### config.mk
export PLATFORM = sky130hd
export DESIGN_NAME = regfile_write_queue_flat
export DESIGN_NICKNAME = d
export VERILOG_FILES = /design/src/rtl/regfile_wbq_pkg.sv /design/src/rtl/regfile_write_queue_if.sv /design/src/rtl/regfile_wbq_match.sv /design/src/rtl/regfile_write_queue.sv /design/src/flat_wrapper.sv
export SDC_FILE = /design/constraint.sdc
export NUM_CORES = 1
export LEC_CHECK = 0
export ABC_AREA = 1
export CORE_ASPECT_RATIO = 1.5
export CORE_MARGIN = 2
export CORE_UTILIZATION = 40
export DETAILED_ROUTE_END_ITERATION = 6
export PLACE_DENSITY = 0.68
export SYNTH_ARGS = -nofsm -noshare
export SYNTH_HDL_FRONTEND = slang
export SYNTH_SLANG_ARGS = --single-unit
### constraint.sdc
create_clock -name clock -period 4.5 [get_ports clock]
set_input_delay 1.35 -clock clock [delete_from_list [all_inputs] [get_ports clock]]
set_output_delay 1.35 -clock clock [all_outputs]
set_load 0.03 [all_outputs]
### src/rtl/regfile_wbq_pkg.sv
// Shared sizes and the queue entry type for the register-file write queue.
// Forwarding of pending data is enabled by defining REGFILE_WBQ_FWD_EN.
package regfile_wbq_pkg;

  localparam int WBQ_DEPTH_DEFAULT = 4;
  localparam int REG_ADDR_W        = 5;
  localparam int DATA_W            = 32;

  typedef struct packed {
    logic [REG_ADDR_W-1:0] regAddr;
    logic [DATA_W-1:0]     data;
  } wbq_entry_t;

endpackage

### src/rtl/regfile_write_queue_if.sv
// Bundle of producer, write-port and read-lookup signals around the write queue.
// master = surrounding pipeline/regfile side, slave = the queue itself.
interface regfile_write_queue_if #(
  parameter int DEPTH = regfile_wbq_pkg::WBQ_DEPTH_DEFAULT
) ();
  import regfile_wbq_pkg::*;

  logic                    in_valid;
  logic                    in_ready;
  logic [REG_ADDR_W-1:0]   in_reg;
  logic [DATA_W-1:0]       in_data;
  logic                    wb_stall;
  logic                    ctrl_writeEnable;
  logic [REG_ADDR_W-1:0]   ctrl_writeReg;
  logic [DATA_W-1:0]       data_writeReg;
  logic [REG_ADDR_W-1:0]   ctrl_readRegA;
  logic [REG_ADDR_W-1:0]   ctrl_readRegB;
  logic [DATA_W-1:0]       data_readRegA;
  logic [DATA_W-1:0]       data_readRegB;
  logic [DATA_W-1:0]       data_fwdA;
  logic [DATA_W-1:0]       data_fwdB;
  logic                    hazardA;
  logic                    hazardB;
  logic [$clog2(DEPTH):0]  count;

  modport master (
    output in_valid, in_reg, in_data, wb_stall,
           ctrl_readRegA, ctrl_readRegB, data_readRegA, data_readRegB,
    input  in_ready, ctrl_writeEnable, ctrl_writeReg, data_writeReg,
           data_fwdA, data_fwdB, hazardA, hazardB, count
  );

  modport slave (
    input  in_valid, in_reg, in_data, wb_stall,
           ctrl_readRegA, ctrl_readRegB, data_readRegA, data_readRegB,
    output in_ready, ctrl_writeEnable, ctrl_writeReg, data_writeReg,
           data_fwdA, data_fwdB, hazardA, hazardB, count
  );

endinterface

### src/rtl/regfile_wbq_match.sv
// Searches the valid queue window for a read address; the youngest match wins.
// The data path only exists when REGFILE_WBQ_FWD_EN is defined.
module regfile_wbq_match
  import regfile_wbq_pkg::*;
#(
  parameter int DEPTH = WBQ_DEPTH_DEFAULT
) (
  input  logic [REG_ADDR_W-1:0]    entryRegs [DEPTH],
  input  logic [$clog2(DEPTH)-1:0] headPtr,
  input  logic [$clog2(DEPTH):0]   count,
  input  logic [REG_ADDR_W-1:0]    readReg,
  output logic                     hit
`ifdef REGFILE_WBQ_FWD_EN
 ,input  logic [DATA_W-1:0]        entryData [DEPTH],
  output logic [DATA_W-1:0]        data
`endif
);

  localparam int PTR_W = $clog2(DEPTH);
  localparam int CNT_W = PTR_W + 1;

  // Walk from head (oldest) towards tail so a younger match overrides an older one.
  // NOTE: every output gets a default before the loop, so no path leaves it unassigned (no latch).
  always_comb begin
    logic [PTR_W-1:0] slot;
    hit = 1'b0;
`ifdef REGFILE_WBQ_FWD_EN
    data = '0;
`endif
    for (int i = 0; i < DEPTH; i++) begin
      slot = headPtr + PTR_W'(i);
      if ((CNT_W'(i) < count) && (readReg != '0) && (entryRegs[slot] == readReg)) begin
        hit = 1'b1;
`ifdef REGFILE_WBQ_FWD_EN
        data = entryData[slot];
`endif
      end
    end
  end

endmodule

### src/rtl/regfile_write_queue.sv
// FIFO of pending register writes drained one per cycle onto the regfile write port.
// Define REGFILE_WBQ_FWD_EN to return the youngest pending value on the read ports.
module regfile_write_queue
  import regfile_wbq_pkg::*;
#(
  parameter int DEPTH = WBQ_DEPTH_DEFAULT
) (
  input logic                  clock,
  input logic                  ctrl_reset,
  regfile_write_queue_if.slave bus
);

  localparam int PTR_W = $clog2(DEPTH);
  localparam int CNT_W = PTR_W + 1;

  wbq_entry_t            entries   [DEPTH];
  logic [REG_ADDR_W-1:0] entryRegs [DEPTH];
  logic [PTR_W-1:0]      headPtr;
  logic [PTR_W-1:0]      tailPtr;
  logic [CNT_W-1:0]      countQ;
  logic                  inReady;
  logic                  doStore;
  logic                  doDrain;
  logic                  hitA;
  logic                  hitB;
  wbq_entry_t            headEntry;

  // Writes to r0 are accepted but dropped, so they never occupy a slot.
  assign inReady   = !ctrl_reset && (countQ < CNT_W'(DEPTH));
  assign doStore   = bus.in_valid && inReady && (bus.in_reg != '0);
  assign doDrain   = !ctrl_reset && !bus.wb_stall && (countQ != '0);
  assign headEntry = entries[headPtr];

  // NOTE: state uses <= so every flop samples pre-edge values regardless of statement order.
  always_ff @(posedge clock) begin
    if (ctrl_reset) begin
      headPtr <= '0;
      tailPtr <= '0;
      countQ  <= '0;
    end else begin
      if (doStore) tailPtr <= tailPtr + PTR_W'(1);
      if (doDrain) headPtr <= headPtr + PTR_W'(1);
      if (doStore && !doDrain)      countQ <= countQ + CNT_W'(1);
      else if (!doStore && doDrain) countQ <= countQ - CNT_W'(1);
    end
  end

  // NOTE: storage is not reset; countQ/headPtr define which slots are valid, so stale data is never seen.
  always_ff @(posedge clock) begin
    if (doStore) entries[tailPtr] <= '{regAddr: bus.in_reg, data: bus.in_data};
  end

  assign bus.in_ready         = inReady;
  assign bus.ctrl_writeEnable = doDrain;
  assign bus.ctrl_writeReg    = doDrain ? headEntry.regAddr : '0;
  assign bus.data_writeReg    = doDrain ? headEntry.data    : '0;
  assign bus.count            = countQ;

`ifdef REGFILE_WBQ_FWD_EN
  logic [DATA_W-1:0] entryData [DEPTH];
  logic [DATA_W-1:0] matchDataA;
  logic [DATA_W-1:0] matchDataB;
`endif

  for (genvar i = 0; i < DEPTH; i++) begin : g_unpack
    assign entryRegs[i] = entries[i].regAddr;
`ifdef REGFILE_WBQ_FWD_EN
    assign entryData[i] = entries[i].data;
`endif
  end

  regfile_wbq_match #(.DEPTH(DEPTH)) matchA (
    .entryRegs (entryRegs),
    .headPtr   (headPtr),
    .count     (countQ),
    .readReg   (bus.ctrl_readRegA),
    .hit       (hitA)
`ifdef REGFILE_WBQ_FWD_EN
   ,.entryData (entryData),
    .data      (matchDataA)
`endif
  );

  regfile_wbq_match #(.DEPTH(DEPTH)) matchB (
    .entryRegs (entryRegs),
    .headPtr   (headPtr),
    .count     (countQ),
    .readReg   (bus.ctrl_readRegB),
    .hit       (hitB)
`ifdef REGFILE_WBQ_FWD_EN
   ,.entryData (entryData),
    .data      (matchDataB)
`endif
  );

  assign bus.hazardA = hitA;
  assign bus.hazardB = hitB;

`ifdef REGFILE_WBQ_FWD_EN
  assign bus.data_fwdA = hitA ? matchDataA : bus.data_readRegA;
  assign bus.data_fwdB = hitB ? matchDataB : bus.data_readRegB;
`else
  assign bus.data_fwdA = bus.data_readRegA;
  assign bus.data_fwdB = bus.data_readRegB;
`endif

endmodule
### src/flat_wrapper.sv
// flat-port wrapper written by rule: the top's interface ports become plain ports
module regfile_write_queue_flat import regfile_wbq_pkg::*;
#(
  parameter int DEPTH = WBQ_DEPTH_DEFAULT
)
  (clock, ctrl_reset, bus_in_valid, bus_in_reg, bus_in_data, bus_wb_stall, bus_ctrl_readRegA, bus_ctrl_readRegB, bus_data_readRegA, bus_data_readRegB, bus_in_ready, bus_ctrl_writeEnable, bus_ctrl_writeReg, bus_data_writeReg, bus_data_fwdA, bus_data_fwdB, bus_hazardA, bus_hazardB, bus_count);
  regfile_write_queue_if #(.DEPTH(DEPTH)) bus_i ();
  input logic clock;
  input logic ctrl_reset;
  input wire logic [$bits(bus_i.in_valid)-1:0] bus_in_valid;
  input wire logic [$bits(bus_i.in_reg)-1:0] bus_in_reg;
  input wire logic [$bits(bus_i.in_data)-1:0] bus_in_data;
  input wire logic [$bits(bus_i.wb_stall)-1:0] bus_wb_stall;
  input wire logic [$bits(bus_i.ctrl_readRegA)-1:0] bus_ctrl_readRegA;
  input wire logic [$bits(bus_i.ctrl_readRegB)-1:0] bus_ctrl_readRegB;
  input wire logic [$bits(bus_i.data_readRegA)-1:0] bus_data_readRegA;
  input wire logic [$bits(bus_i.data_readRegB)-1:0] bus_data_readRegB;
  output wire logic [$bits(bus_i.in_ready)-1:0] bus_in_ready;
  output wire logic [$bits(bus_i.ctrl_writeEnable)-1:0] bus_ctrl_writeEnable;
  output wire logic [$bits(bus_i.ctrl_writeReg)-1:0] bus_ctrl_writeReg;
  output wire logic [$bits(bus_i.data_writeReg)-1:0] bus_data_writeReg;
  output wire logic [$bits(bus_i.data_fwdA)-1:0] bus_data_fwdA;
  output wire logic [$bits(bus_i.data_fwdB)-1:0] bus_data_fwdB;
  output wire logic [$bits(bus_i.hazardA)-1:0] bus_hazardA;
  output wire logic [$bits(bus_i.hazardB)-1:0] bus_hazardB;
  output wire logic [$bits(bus_i.count)-1:0] bus_count;
  assign bus_i.in_valid = bus_in_valid;
  assign bus_i.in_reg = bus_in_reg;
  assign bus_i.in_data = bus_in_data;
  assign bus_i.wb_stall = bus_wb_stall;
  assign bus_i.ctrl_readRegA = bus_ctrl_readRegA;
  assign bus_i.ctrl_readRegB = bus_ctrl_readRegB;
  assign bus_i.data_readRegA = bus_data_readRegA;
  assign bus_i.data_readRegB = bus_data_readRegB;
  assign bus_in_ready = bus_i.in_ready;
  assign bus_ctrl_writeEnable = bus_i.ctrl_writeEnable;
  assign bus_ctrl_writeReg = bus_i.ctrl_writeReg;
  assign bus_data_writeReg = bus_i.data_writeReg;
  assign bus_data_fwdA = bus_i.data_fwdA;
  assign bus_data_fwdB = bus_i.data_fwdB;
  assign bus_hazardA = bus_i.hazardA;
  assign bus_hazardB = bus_i.hazardB;
  assign bus_count = bus_i.count;
  regfile_write_queue #(.DEPTH(DEPTH)) u_core (.clock(clock), .ctrl_reset(ctrl_reset), .bus(bus_i));
endmodule
## Word level (Yosys, flattened, before mapping)

Memory sizes are Yosys's and may differ from the RTL's. A register that Yosys moved wholly into a read port is not among the register bits.
Index checks and enable logic that the tools add are counted.

- Flip-flop bits (word level): 7
- Bits in latches: 0
- RAM bits: 148
- Memory bits (read-only): 0
- Bits of input ports: 115
- Word-level logic and storage cells: 91
- Memories kept: 1

Memories:

| name | words | width | rd ports | clocked after memory_dff | write ports | line | source |
|---|---|---|---|---|---|---|---|
| u_core.entries | 4 | 37 | 5 | 1 | 1 | regfile_write_queue.sv:16 | `wbq_entry_t entries [DEPTH];` |

- Add/subtract/negate cells: 6
- $mul: 0
- Div/mod/pow operators: 0
- Magnitude comparators: 9
- Equality and inequality tests: 8
- Shift operators: 0
- Mux-type cells: 28
- Bitwise gates (word level): 4
- Reduce and logical (&&, ||, !) cells: 32

Operators with widths:

| cell | number |
|---|---|
| $mux W5 | 9 |
| $bmux W5 S2 | 4 |
| $eq A5 B5 Y1 | 8 |
| $mux W32 | 1 |
| $logic_and A1 B1 Y1 | 23 |
| $reduce_bool A5 Y1 | 3 |
| $ge A3 B3 Y1 const B | 4 |
| $not A2 Y3 | 4 |
| $mux W1 | 10 |
| $lt A1 B3 Y1 const A | 2 |
| $lt A2 B3 Y1 const A | 2 |
| $mux W3 | 2 |
| $add A2 B1 Y2 const B | 2 |
| $add A2 B2 Y2 const B | 2 |
| $logic_not A1 Y1 | 4 |
| $mux W2 | 2 |
| $add A3 B1 Y3 const B | 1 |
| $lt A3 B3 Y1 const B | 1 |
| $reduce_bool A3 Y1 | 1 |
| $sub A3 B1 Y3 const B | 1 |
| $reduce_bool A2 Y1 | 1 |

## Logic depth before layout (Yosys ltp)

Gate-level depths: netlist (run 1).

- Word-level depth: 10
- Gate-level depth with buffers: 13
- Depth with buffers taken out: 12

## By module

From an unflattened synthesis (run 1), not the netlist that was laid out.

- Cell total of the unflattened synthesis: 1052
- Area total of the unflattened synthesis: 8752.1 µm²

Modules (own cells, without submodules):

| module | times used | cells an instance | area each (µm²) |
|---|---|---|---|
| regfile_write_queue | 1 | 578 | 6722.7 |
| regfile_wbq_match | 2 | 237 | 1014.7 |

## Worst setup path before layout (run 1)

No wires, ideal clock.

- Path type: input to output
- Start point: in ctrl_reset
- End point: out bus_data_writeReg[17]
- Data arrival time: 2.870 ns
- Required time: 3.150 ns
- Slack: 0.280 ns
- Stages: 6
- Buffers on the path: 1
- Cells stage by stage: inv_1 -> nand2_1 -> nor2_1 -> inv_1 -> clkbuf_1 -> a21oi_1

- Word-level cells in the longest chain between the ends: 4

Ends and longest elaborated chain:

| what | line | source |
|---|---|---|
| start: declaration | flat_wrapper.sv:9 | `input logic ctrl_reset;` |
| $logic_not A1 Y1 | regfile_write_queue.sv:31 | `assign doDrain = !ctrl_reset && !bus.wb_stall && (countQ != '0);` |
| $logic_and A1 B1 Y1 (2 in series) | regfile_write_queue.sv:31 |  |
| net bus_ctrl_writeEnable | flat_wrapper.sv:19 | `output wire logic [$bits(bus_i.ctrl_writeEnable)-1:0] bus_ctrl_writeEnable;` |
| $mux W32 | regfile_write_queue.sv:56 | `assign bus.data_writeReg = doDrain ? headEntry.data : '0;` |
| end: declaration | flat_wrapper.sv:21 | `output wire logic [$bits(bus_i.data_writeReg)-1:0] bus_data_writeReg;` |

The timed path passes the listed nets, and every way through them passes these cells.

## Worst setup path in the final report (run 1)

- Start point: in bus_ctrl_readRegB[2]
- End point: out bus_hazardB

- Word-level cells in the longest chain between the ends: 7

Ends and longest elaborated chain:

| what | line | source |
|---|---|---|
| start: declaration | flat_wrapper.sv:15 | `input wire logic [$bits(bus_i.ctrl_readRegB)-1:0] bus_ctrl_readRegB;` |
| $reduce_bool A5 Y1 | regfile_wbq_match.sv:32 | `if ((CNT_W'(i) < count) && (readReg != '0) && (entryRegs[slot] == readReg)) begin` |
| $logic_and A1 B1 Y1 (2 in series) | regfile_wbq_match.sv:32 |  |
| $mux W1 (3 in series) | regfile_wbq_match.sv:32 |  |
| $mux W1 * | regfile_wbq_match.sv:32 |  |
| end: declaration | flat_wrapper.sv:25 | `output wire logic [$bits(bus_i.hazardB)-1:0] bus_hazardB;` |

Mark *: on every way between the ends. The rest lies on a longest branch, timed or not.

==> results.md, run 1 <==
- Initial standard-cell utilization of the core: 40.8%
- Count of buffers from port buffering: 94
- Detailed-route vias per instance: 5.07
- Final clock period utilization by the worst path: 95.2%
- Post-Synthesis Cells: 926
- Setup crit end kind: output pin
- Maximum number of pins on one net before global-route repair: 75
- Worst hold margin: 516 ps
- Share of layout cells above drive strength 1: 13.0%
- Most frequent cells in the layout: 189 x sky130_fd_sc_hd__nand2_1, 165 x sky130_fd_sc_hd__nor2_1, 148 x sky130_fd_sc_hd__edfxtp_1
- Post-route ant nets: 0
- Maximum net fanout on the critical path: 7
- Number of pins exceeding their max-slew limit in the final report: 0
- Global-route wire length before repair: 32300 um
- Result of the run: finished, final reports clean
- Cell at the root of the clock tree: sky130_fd_sc_hd__clkbuf_16
- Bufs on Longest Clock Path: 2
- Critical path data arrival time: 2940 ps
- Relative slew margins: 45.3%
- Fin Setup TNS: 0 ps
- Overall power: 4.14 mW
- Yosys top cell area share: 53.6%
- Final hold violation count: 0
- Remaining routing DRC violations: 0
- Warnings from Yosys: 0
- Clock latency reported for the late side of the worst-skew pair: 410 ps
- Filler Cell Count: 1915
- Placer's final routability congestion estimate: 0.985
- Fmax achieved: 233 MHz
- Post-CTS Setup Repair Bufs: 0
- Final wirelength: 20900 um
- Hold WC Path Type: reg2reg
- Overall fraction of global-route tracks in use: 19.5%
- RSZ-0062 raised after global routing: false
- Cell Area, Placed: 9070 um2
- Average size of a mapped cell: 8.96 um2
- Leak pwr: 3.90 nW
- CTS H-tree lvls: 4
- Critical path class: in2out
- Boundary pin count: 223
- Via count: 6257
- Cell variety after synth: 24
- Minimum period implied by the final worst setup slack: 4290 ps
- Hold Buf Count CTS: 0
- Worst Tran Pin Value: 819 ps
- Cell Area, Synth: 8290 um2
- Number of buffers added by the clock tree synthesis step: 17
- Chip width: 122 um
- Overflow left after global routing: 0
- Synthesized flop and latch total: 157
- Finished Layout Cells: 1235
- Max-cap violation count: 0
- Initial antenna violation count: 1
- Drt first-iter violations: 490
- Final std cell area, no fill: 9650 um2
- Dominant cells by area after synthesis: sky130_fd_sc_hd__edfxtp_1 54%, sky130_fd_sc_hd__nand2_1 8.6%, sky130_fd_sc_hd__nor2_1 7.6%
- Placed cells: 1203
- CTS tree: yes
- Worst setup SP type: input pin
- Placeable Area: 20300 um2
- Fin nets: 1082
- Die H: 180 um
- Pwr per Cell Area: 430 nW/um2
- Number of clock sinks: 157
- Number of setup violations in the final report: 0
- Pre-antenna DRT Iters: 7
- Site row count: 64
- Most frequent standard cell in the layout excluding fill and tap cells: sky130_fd_sc_hd__nand2_1
- Die area: 21900 um2
- Synthesized Nets: 1050
- Setup Skew: 8.56 ps
- Number of instances resized during post-cts repair: 0
- Half-perimeter wire length after detailed placement: 14200 um
- Antenna diode count: 0
- Required time at the worst-slack endpoint: 3150 ps
- Relative area change from synthesis to final layout: 16.3%
- Clk pin slew, worst setup/hold paths: 60 ps
- Post-detailed-route wirelength per cell: 16.9 um
- Sequential fraction of the synthesis area: 55.8%
- Worst IR drop on VDD: 0.249 mV
- Library cell occupying the most area in the post-synthesis netlist: sky130_fd_sc_hd__edfxtp_1
- Via count of the first global-routing pass: 6213
## sequential cells by signal, indices dropped and copies added, names as in the netlist, named ones only
signal and flops:
u_core.bus.count 3, u_core.headPtr 2, u_core.entries 148, u_core.tailPtr 2
## report_power, final
| part | switching (mW) | total (mW) | leakage [nW] | internal, mW |
|---|---|---|---|---|
| sequential | 0.0263 | 1.68 | 1.42 | 1.66 |
| combinational | 0.743 | 1.10 | 2.20 | 0.354 |
| clock | 0.585 | 1.36 | 0.281 | 0.780 |
| total | 1.35 | 4.14 | 3.90 | 2.79 |
## metal layers
layer	vias up	GRT usage [%]	wire (um)
li1	3087	-	-
met1	2854	19.4	7340
met2	214	34.6	10900
met3	102	3.61	1090
met4	0	15.4	1600
met5	-	0	0
## stage by stage
step	util, %	setup WS [ps]
after floorplan	-	280
after detailed placement	44.6	239
final	47.4	214
after global routing	47.4	55.2
after global placement	44.6	269
after CTS	47.4	235
## critical path: stages
cell	delay, ps
sky130_fd_sc_hd__clkdlybuf4s50_1	640
sky130_fd_sc_hd__nor2_1	90
sky130_fd_sc_hd__nand3_1	150
sky130_fd_sc_hd__nand2_1	70
sky130_fd_sc_hd__inv_1	80
sky130_fd_sc_hd__nand2_1	50
sky130_fd_sc_hd__nor2_1	100
sky130_fd_sc_hd__nand3_1	90
sky130_fd_sc_hd__nand2_1	80
sky130_fd_sc_hd__inv_1	40
sky130_fd_sc_hd__nand2_1	50
sky130_fd_sc_hd__buf_4	150
## path summary, 6_finish.rpt
kind                        start                  end  slack, ps  depth (start not counted)
min reg2reg     u_core.tailPtr[0]    u_core.tailPtr[0]        520                          1
max reg2reg   u_core.bus.count[0]  u_core.bus.count[2]       2310                         12
max          bus_ctrl_readRegB[2]          bus_hazardB        210                         12
min             u_core.tailPtr[0]    u_core.tailPtr[0]        520                          1
## kinds of logic after synthesis
group	Yosys count	share of synthesized area, %
compound gates	141	8.51
xor+xnor	1	0.106
fa+ha+maj	9	1.36
buf+inv	159	10.8
flops	157	55.8
simple gates	459	23.4
## synth_stat cells
library cell and instances:
sky130_fd_sc_hd__buf_2 11, sky130_fd_sc_hd__buf_1 3, sky130_fd_sc_hd__o21ai_0 82, sky130_fd_sc_hd__nand2_2 11
sky130_fd_sc_hd__o21ai_1 2, sky130_fd_sc_hd__nand2_1 189, sky130_fd_sc_hd__nand3_2 14, sky130_fd_sc_hd__inv_2 4
sky130_fd_sc_hd__nand3_1 70, sky130_fd_sc_hd__xnor2_1 1, sky130_fd_sc_hd__clkbuf_1 17, sky130_fd_sc_hd__buf_6 3
sky130_fd_sc_hd__nand2_4 1, sky130_fd_sc_hd__nor3_1 1, sky130_fd_sc_hd__inv_1 54, sky130_fd_sc_hd__nor2_1 169
sky130_fd_sc_hd__buf_12 1, sky130_fd_sc_hd__ha_1 9, sky130_fd_sc_hd__buf_4 66, sky130_fd_sc_hd__a21oi_1 57
sky130_fd_sc_hd__and2_1 2, sky130_fd_sc_hd__edfxtp_1 148, sky130_fd_sc_hd__nor2b_1 2, sky130_fd_sc_hd__dfxtp_1 9
## area by class of cell
| cell class | count | area [um2] | share of cell area (%) |
|---|---|---|---|
| clock buffers | 17 | 425 | 4.41 |
| multi-input cells | 610 | 2800 | 29.0 |
| well taps | 264 | 330 | 3.42 |
| inverters | 58 | 218 | 2.26 |
| flip-flops and latches | 157 | 4630 | 48.0 |
| clock inverters | 15 | 154 | 1.60 |
| repair buffers | 114 | 1090 | 11.3 |
Note: power is estimated with default switching activity, not from simulation.
==> run 2, diff against run 1 <==
--- a/config.mk
+++ b/config.mk
@@ -11,6 +11,7 @@
 export CORE_UTILIZATION = 40
 export DETAILED_ROUTE_END_ITERATION = 6
 export PLACE_DENSITY = 0.68
+export SKIP_CTS_REPAIR_TIMING = 1
 export SYNTH_ARGS = -nofsm -noshare
 export SYNTH_HDL_FRONTEND = slang
 export SYNTH_SLANG_ARGS = --single-unit
==> constraint.sdc (replaced) <==
create_clock -name clock -period 5.2 [get_ports clock]
set_input_delay 1.56 -clock clock [delete_from_list [all_inputs] [get_ports clock]]
set_output_delay 1.56 -clock clock [all_outputs]
set_load 0.03 [all_outputs]
==> run 2 against run 1 <==
Against the previous run: first-iteration DRC count decreased by 15%; combinational power decreased by 15%; total power decreased by 14%; clock-buffer cell count increased by 2; sequential power decreased by 13%; register-to-register slack improved by 490 ps; wire length increased by 1.2%.
==> results.md, run 2 (synthesis gave the netlist of run 1 again) <==
- Relative area change from synthesis to final layout: 15.8%
- Maximum net fanout on the critical path: 40 (+33)
- Die area: 21900 um2 (unchanged)
- Final clock period utilization by the worst path: 94.7%
- Worst IR drop on VDD: 0.233 mV (-6.6%)
- Overflow left after global routing: 0 (unchanged)
- Placed cells: 1202 (-0.083%)
- Register ranked first by flip-flop count: u_core.entries
- Final hold violation count: 0 (unchanged)
- Relative slew margins: 26.2% (-19 points)
- Overall power: 3.57 mW (-14%)
- Drt first-iter violations: 417 (-15%)
- Critical-path cell list: clkdlybuf4s50_1, inv_1, nand2_1, nor2_1, inv_1, buf_12, a21oi_1, buf_12
- Post-detailed-route wirelength per cell: 17.1 um (+1.2%)
- Setup crit end kind: output pin
- Placeable Area: 20300 um2 (unchanged)
- Global-route wire length before repair: 32400 um (+0.60%)
- Flip-flop count of the largest register after layout: 148 (unchanged)
- Critical path class: in2out
- RSZ-0062 raised after global routing: false
- Cell at the slowest stage of the critical path: sky130_fd_sc_hd__clkdlybuf4s50_1
- Area used by multi-input combinational logic: 2800 um2 (unchanged)
- Detailed-route vias per instance: 5.06 (-0.16%)
- Die H: 180 um (unchanged)
- Fin Setup TNS: 0 ps (unchanged)
- Final worst slack: 276 ps (+61.9 ps)
- Count of buffers from port buffering: 94 (unchanged)
- Number of pins exceeding their max-slew limit in the final report: 0 (unchanged)
- Most frequent standard cell in the layout excluding fill and tap cells: sky130_fd_sc_hd__nand2_1
- Via count of the first global-routing pass: 6041 (-2.8%)
- Finished Layout Cells: 1235 (unchanged)
- Final wirelength: 21100 um (+1.2%)
- Reg area: 4630 um2 (unchanged)
- Highest cell delay on the worst timing path: 470 ps (-170 ps)
- Bufs on Longest Clock Path: 2 (unchanged)
- Fin nets: 1081 (-0.092%)
- Overall fraction of global-route tracks in use: 19.6% (+0.19 points)
- Site row count: 64 (unchanged)
- Cell Area, Placed: 9030 um2 (-0.41%)
- Clock latency reported for the late side of the worst-skew pair: 410 ps (about the same)
- Maximum number of pins on one net before global-route repair: 75 (unchanged)
- Number of buffers added by the clock tree synthesis step: 17 (unchanged)
- Worst Tran Pin Value: 1110 ps (+288 ps)
- Via count: 6247 (-0.16%)
- Final std cell area, no fill: 9600 um2 (-0.44%)
- Cell at the root of the clock tree: sky130_fd_sc_hd__clkbuf_16
- Pre-antenna DRT Iters: 6 (-1)
- Pwr per Cell Area: 371 nW/um2 (-14%)
- Result of the run: finished, final reports clean
- Filler Cell Count: 1946 (+1.6%)
- Placer's final routability congestion estimate: 0.974 (-1.0%)
- Required time at the worst-slack endpoint: 3640 ps (+490 ps)
- Minimum period implied by the final worst setup slack: 4920 ps
- Chip width: 122 um (unchanged)
- Clk pin slew, worst setup/hold paths: 70 ps (about the same)
- CTS tree: yes
- Setup Skew: 11.7 ps (+3.17 ps)
- Max-cap violation count: 0 (unchanged)
- Remaining routing DRC violations: 0 (unchanged)
- Critical path data arrival time: 3360 ps (+420 ps)
- Leak pwr: 3.89 nW (-0.11%)
- Worst setup slack before clock tree synthesis: 56.4 ps (-183 ps)
- Utilization of the core after routing: 47.2% (-0.21 points)
- Half-perimeter wire length after detailed placement: 14000 um (-1.7%)
- Fmax achieved: 203 MHz
- Initial antenna violation count: 2 (+1)
- Worst hold margin: 522 ps (+6.18 ps)
- CTS H-tree lvls: 4 (unchanged)
- Post-route ant nets: 0 (unchanged)
- Share of layout cells above drive strength 1: 12.6% (-0.40 points)
- Boundary pin count: 223 (unchanged)
- Number of setup violations in the final report: 0 (unchanged)
- Number of clock sinks: 157 (unchanged)
- Hold WC Path Type: reg2reg
- Most frequent cells in the layout: 189 x sky130_fd_sc_hd__nand2_1, 165 x sky130_fd_sc_hd__nor2_1, 148 x sky130_fd_sc_hd__edfxtp_1
- Worst setup SP type: input pin
- Initial standard-cell utilization of the core: 40.8% (unchanged)
-- run 2: worst max-delay path, delay by kind of cell --
family,cells,cell delay (ps)
buffers and inverters,5,1140
AO/OA/AOI/OAI,1,380
AND/OR/NAND/NOR,2,270
-- run 2: final cells by class --
| cell class | count | area share [%] |
|---|---|---|
| antenna | 1 | 0.0261 |
| clock buffer | 19 | 4.51 |
| clock inverter | 13 | 1.39 |
| inverter | 58 | 2.27 |
| multi-input combinational | 610 | 29.2 |
| sequential | 157 | 48.2 |
| tap | 264 | 3.44 |
| timing repair buffer | 113 | 11.0 |
-- run 2: metal layers --
layer / vias up / share of wire, % / global-route usage [%]
met4: 2 / 6.8 / 13.7
met1: 2889 / 35 / 19.9
met3: 93 / 6.2 / 4.91
li1: 3093 / - / -
met2: 170 / 52 / 34.6
met5: - / 0.052 / 0
-- run 2: final timing paths --
kind	startpoint	endpoint	slack, ps	cells past startpoint
worst max-delay path	ctrl_reset	bus_ctrl_writeReg[3]	280	8
worst min-delay path	u_core.tailPtr[0]	u_core.tailPtr[0]	520	1
worst max register to register	u_core.bus.count[2]	u_core.entries[3][19]	2800	4
worst min register to register	u_core.tailPtr[0]	u_core.tailPtr[0]	520	1
-- run 2: power breakdown --
| part | total (mW) | switching [mW] | internal, mW |
|---|---|---|---|
| clock network | 1.17 | 0.501 | 0.672 |
| logic | 0.939 | 0.638 | 0.301 |
| registers | 1.46 | 0.0212 | 1.43 |
| total | 3.57 | 1.16 | 2.41 |
==> run 3, diff against run 2 <==
--- a/config.mk
+++ b/config.mk
@@ -10,8 +10,10 @@
 export CORE_MARGIN = 2
 export CORE_UTILIZATION = 40
 export DETAILED_ROUTE_END_ITERATION = 6
+export GPL_TIMING_DRIVEN = 1
 export PLACE_DENSITY = 0.68
 export SKIP_CTS_REPAIR_TIMING = 1
+export SLEW_MARGIN = 20
 export SYNTH_ARGS = -nofsm -noshare
 export SYNTH_HDL_FRONTEND = slang
 export SYNTH_SLANG_ARGS = --single-unit
==> run 3 against run 2 <==
Against the previous run: clock-buffer cell count is the same; via count is 0.18% lower; largest cell class unchanged; clock power about the same; worst setup slack got worse by 4.1 ps; critical endpoint unchanged; largest power group unchanged; first-iteration DRC count is 0.24% higher; critical path type unchanged.
==> results.md, run 3 (synthesis gave the netlist of run 1 again) <==
- Number of clock sinks: 157 (unchanged)
- Maximum net fanout on the critical path: 40 (unchanged)
- CTS H-tree lvls: 4 (unchanged)
- Global-route wire length before repair: 32400 um (unchanged)
- Maximum number of pins on one net before global-route repair: 75 (unchanged)
- Worst setup SP type: input pin
- Via count of the first global-routing pass: 6041 (unchanged)
- Flip-flop count of the largest register after layout: 148 (unchanged)
- Most frequent standard cell in the layout excluding fill and tap cells: sky130_fd_sc_hd__nand2_1
- Fmax achieved: 203 MHz (about the same)
- Fin nets: 1081 (unchanged)
- Hold WC Path Type: reg2reg
- Required time at the worst-slack endpoint: 3640 ps (about the same)
- Pwr per Cell Area: 371 nW/um2 (about the same)
- Relative area change from synthesis to final layout: 15.8% (about the same)
- Area used by multi-input combinational logic: 2800 um2 (unchanged)
- Chip width: 122 um (unchanged)
- Boundary pin count: 223 (unchanged)
- Site row count: 64 (unchanged)
- Startpoint of the most critical hold path: u_core.tailPtr[0]
- Cell Area, Placed: 9030 um2 (unchanged)
- Clk pin slew, worst setup/hold paths: 70 ps (about the same)
- Overall fraction of global-route tracks in use: 19.6% (unchanged)
- Drt first-iter violations: 418 (+0.24%)
- Placer's final routability congestion estimate: 0.974 (unchanged)
- Crit path from: ctrl_reset
- Number of setup violations in the final report: 0 (unchanged)
- Final wirelength: 21100 um (about the same)
- Leak pwr: 3.89 nW (about the same)
- Half-perimeter wire length after detailed placement: 14000 um (unchanged)
- Final clock period utilization by the worst path: 94.8% (about the same)
- Minimum period implied by the final worst setup slack: 4930 ps (+4.07 ps)
- Setup crit end kind: output pin
- Finished Layout Cells: 1235 (unchanged)
- Filler Cell Count: 1945 (-0.051%)
- Critical path class: in2out
- Cell at the root of the clock tree: sky130_fd_sc_hd__clkbuf_16
- Placeable Area: 20300 um2 (unchanged)
- Post-route ant nets: 0 (unchanged)
- RSZ-0062 raised after global routing: false
- Initial antenna violation count: 2 (unchanged)
- Most frequent cells in the layout: 189 x sky130_fd_sc_hd__nand2_1, 165 x sky130_fd_sc_hd__nor2_1, 148 x sky130_fd_sc_hd__edfxtp_1
- Worst hold margin: 522 ps (unchanged)
- Final hold violation count: 0 (unchanged)
- CTS tree: yes
- Count of buffers from port buffering: 94 (unchanged)
- Initial standard-cell utilization of the core: 40.8% (unchanged)
- Pre-antenna DRT Iters: 5 (-1)
- Die H: 180 um (unchanged)
- Worst Tran Pin Value: 893 ps (-214 ps)
- Overall power: 3.57 mW (about the same)
- Final std cell area, no fill: 9610 um2 (about the same)
- Setup Skew: 11.7 ps (-0.00630 ps)
- Clock latency reported for the late side of the worst-skew pair: 410 ps (about the same)
- Detailed-route vias per instance: 5.05 (-0.18%)
- Final worst slack: 272 ps (-4.07 ps)
- Placed cells: 1202 (unchanged)
- Overflow left after global routing: 0 (unchanged)
- Fin Setup TNS: 0 ps (unchanged)
- Source of the worst register-to-register timing path: u_core.bus.count[2]
- Worst setup slack before clock tree synthesis: 56.4 ps (unchanged)
- Die area: 21900 um2 (unchanged)
- Max-cap violation count: 0 (unchanged)
- Share of layout cells above drive strength 1: 12.6% (unchanged)
- Via count: 6236 (-0.18%)
- Number of pins exceeding their max-slew limit in the final report: 0 (unchanged)
- Remaining routing DRC violations: 0 (unchanged)
- Register ranked first by flip-flop count: u_core.entries
- Number of buffers added by the clock tree synthesis step: 17 (unchanged)
- Critical path data arrival time: 3370 ps (about the same)
- Post-detailed-route wirelength per cell: 17.1 um (about the same)
- Bufs on Longest Clock Path: 2 (unchanged)
- Reg area: 4630 um2 (unchanged)
- Worst IR drop on VDD: 0.232 mV (about the same)
- Relative slew margins: 40.5% (+14 points)
- Result of the run: finished, final reports clean
- Utilization of the core after routing: 47.2% (about the same)
[run 3: where the power goes]
| group | switching, mW | leakage, nW | internal, mW | total (mW) |
|---|---|---|---|---|
| Sequential | 0.0213 | 1.42 | 1.43 | 1.46 |
| Clock | 0.502 | 0.261 | 0.672 | 1.17 |
| Combinational | 0.638 | 2.22 | 0.301 | 0.939 |
[run 3: worst paths after layout]
| path | end | slack, ps | cells after the start |
|---|---|---|---|
| setup reg to reg | u_core.entries[3][19] | 2800 | 4 |
| hold reg to reg | u_core.tailPtr[0] | 520 | 1 |
| hold / removal | u_core.tailPtr[0] | 520 | 1 |
| setup / recovery | bus_ctrl_writeReg[3] | 270 | 8 |
[run 3: area by class of cell]
| cell class | instances | area share (%) |
|---|---|---|
| inverter | 58 | 2.28 |
| timing repair buffer | 113 | 11.0 |
| clock inverter | 13 | 1.39 |
| multi-input combinational | 610 | 29.2 |
| clock buffer | 19 | 4.51 |
| antenna | 1 | 0.0261 |
| tap | 264 | 3.44 |
| sequential | 157 | 48.2 |
[run 3: worst max-delay path, stage by stage]
cell and delay, ps:
sky130_fd_sc_hd__clkdlybuf4s50_1 470, sky130_fd_sc_hd__inv_1 170, sky130_fd_sc_hd__nand2_1 70, sky130_fd_sc_hd__nor2_1 200, sky130_fd_sc_hd__inv_1 120, sky130_fd_sc_hd__buf_12 200
sky130_fd_sc_hd__a21oi_1 380, sky130_fd_sc_hd__buf_12 180
[run 3: per-layer routing]
layer	wire, um	global-route usage (%)	vias to the layer above
met2	11000	34.6	165
met1	7460	19.9	2879
met4	1450	13.7	2
li1	-	-	3095
met3	1220	4.91	95
met5	11	0	-
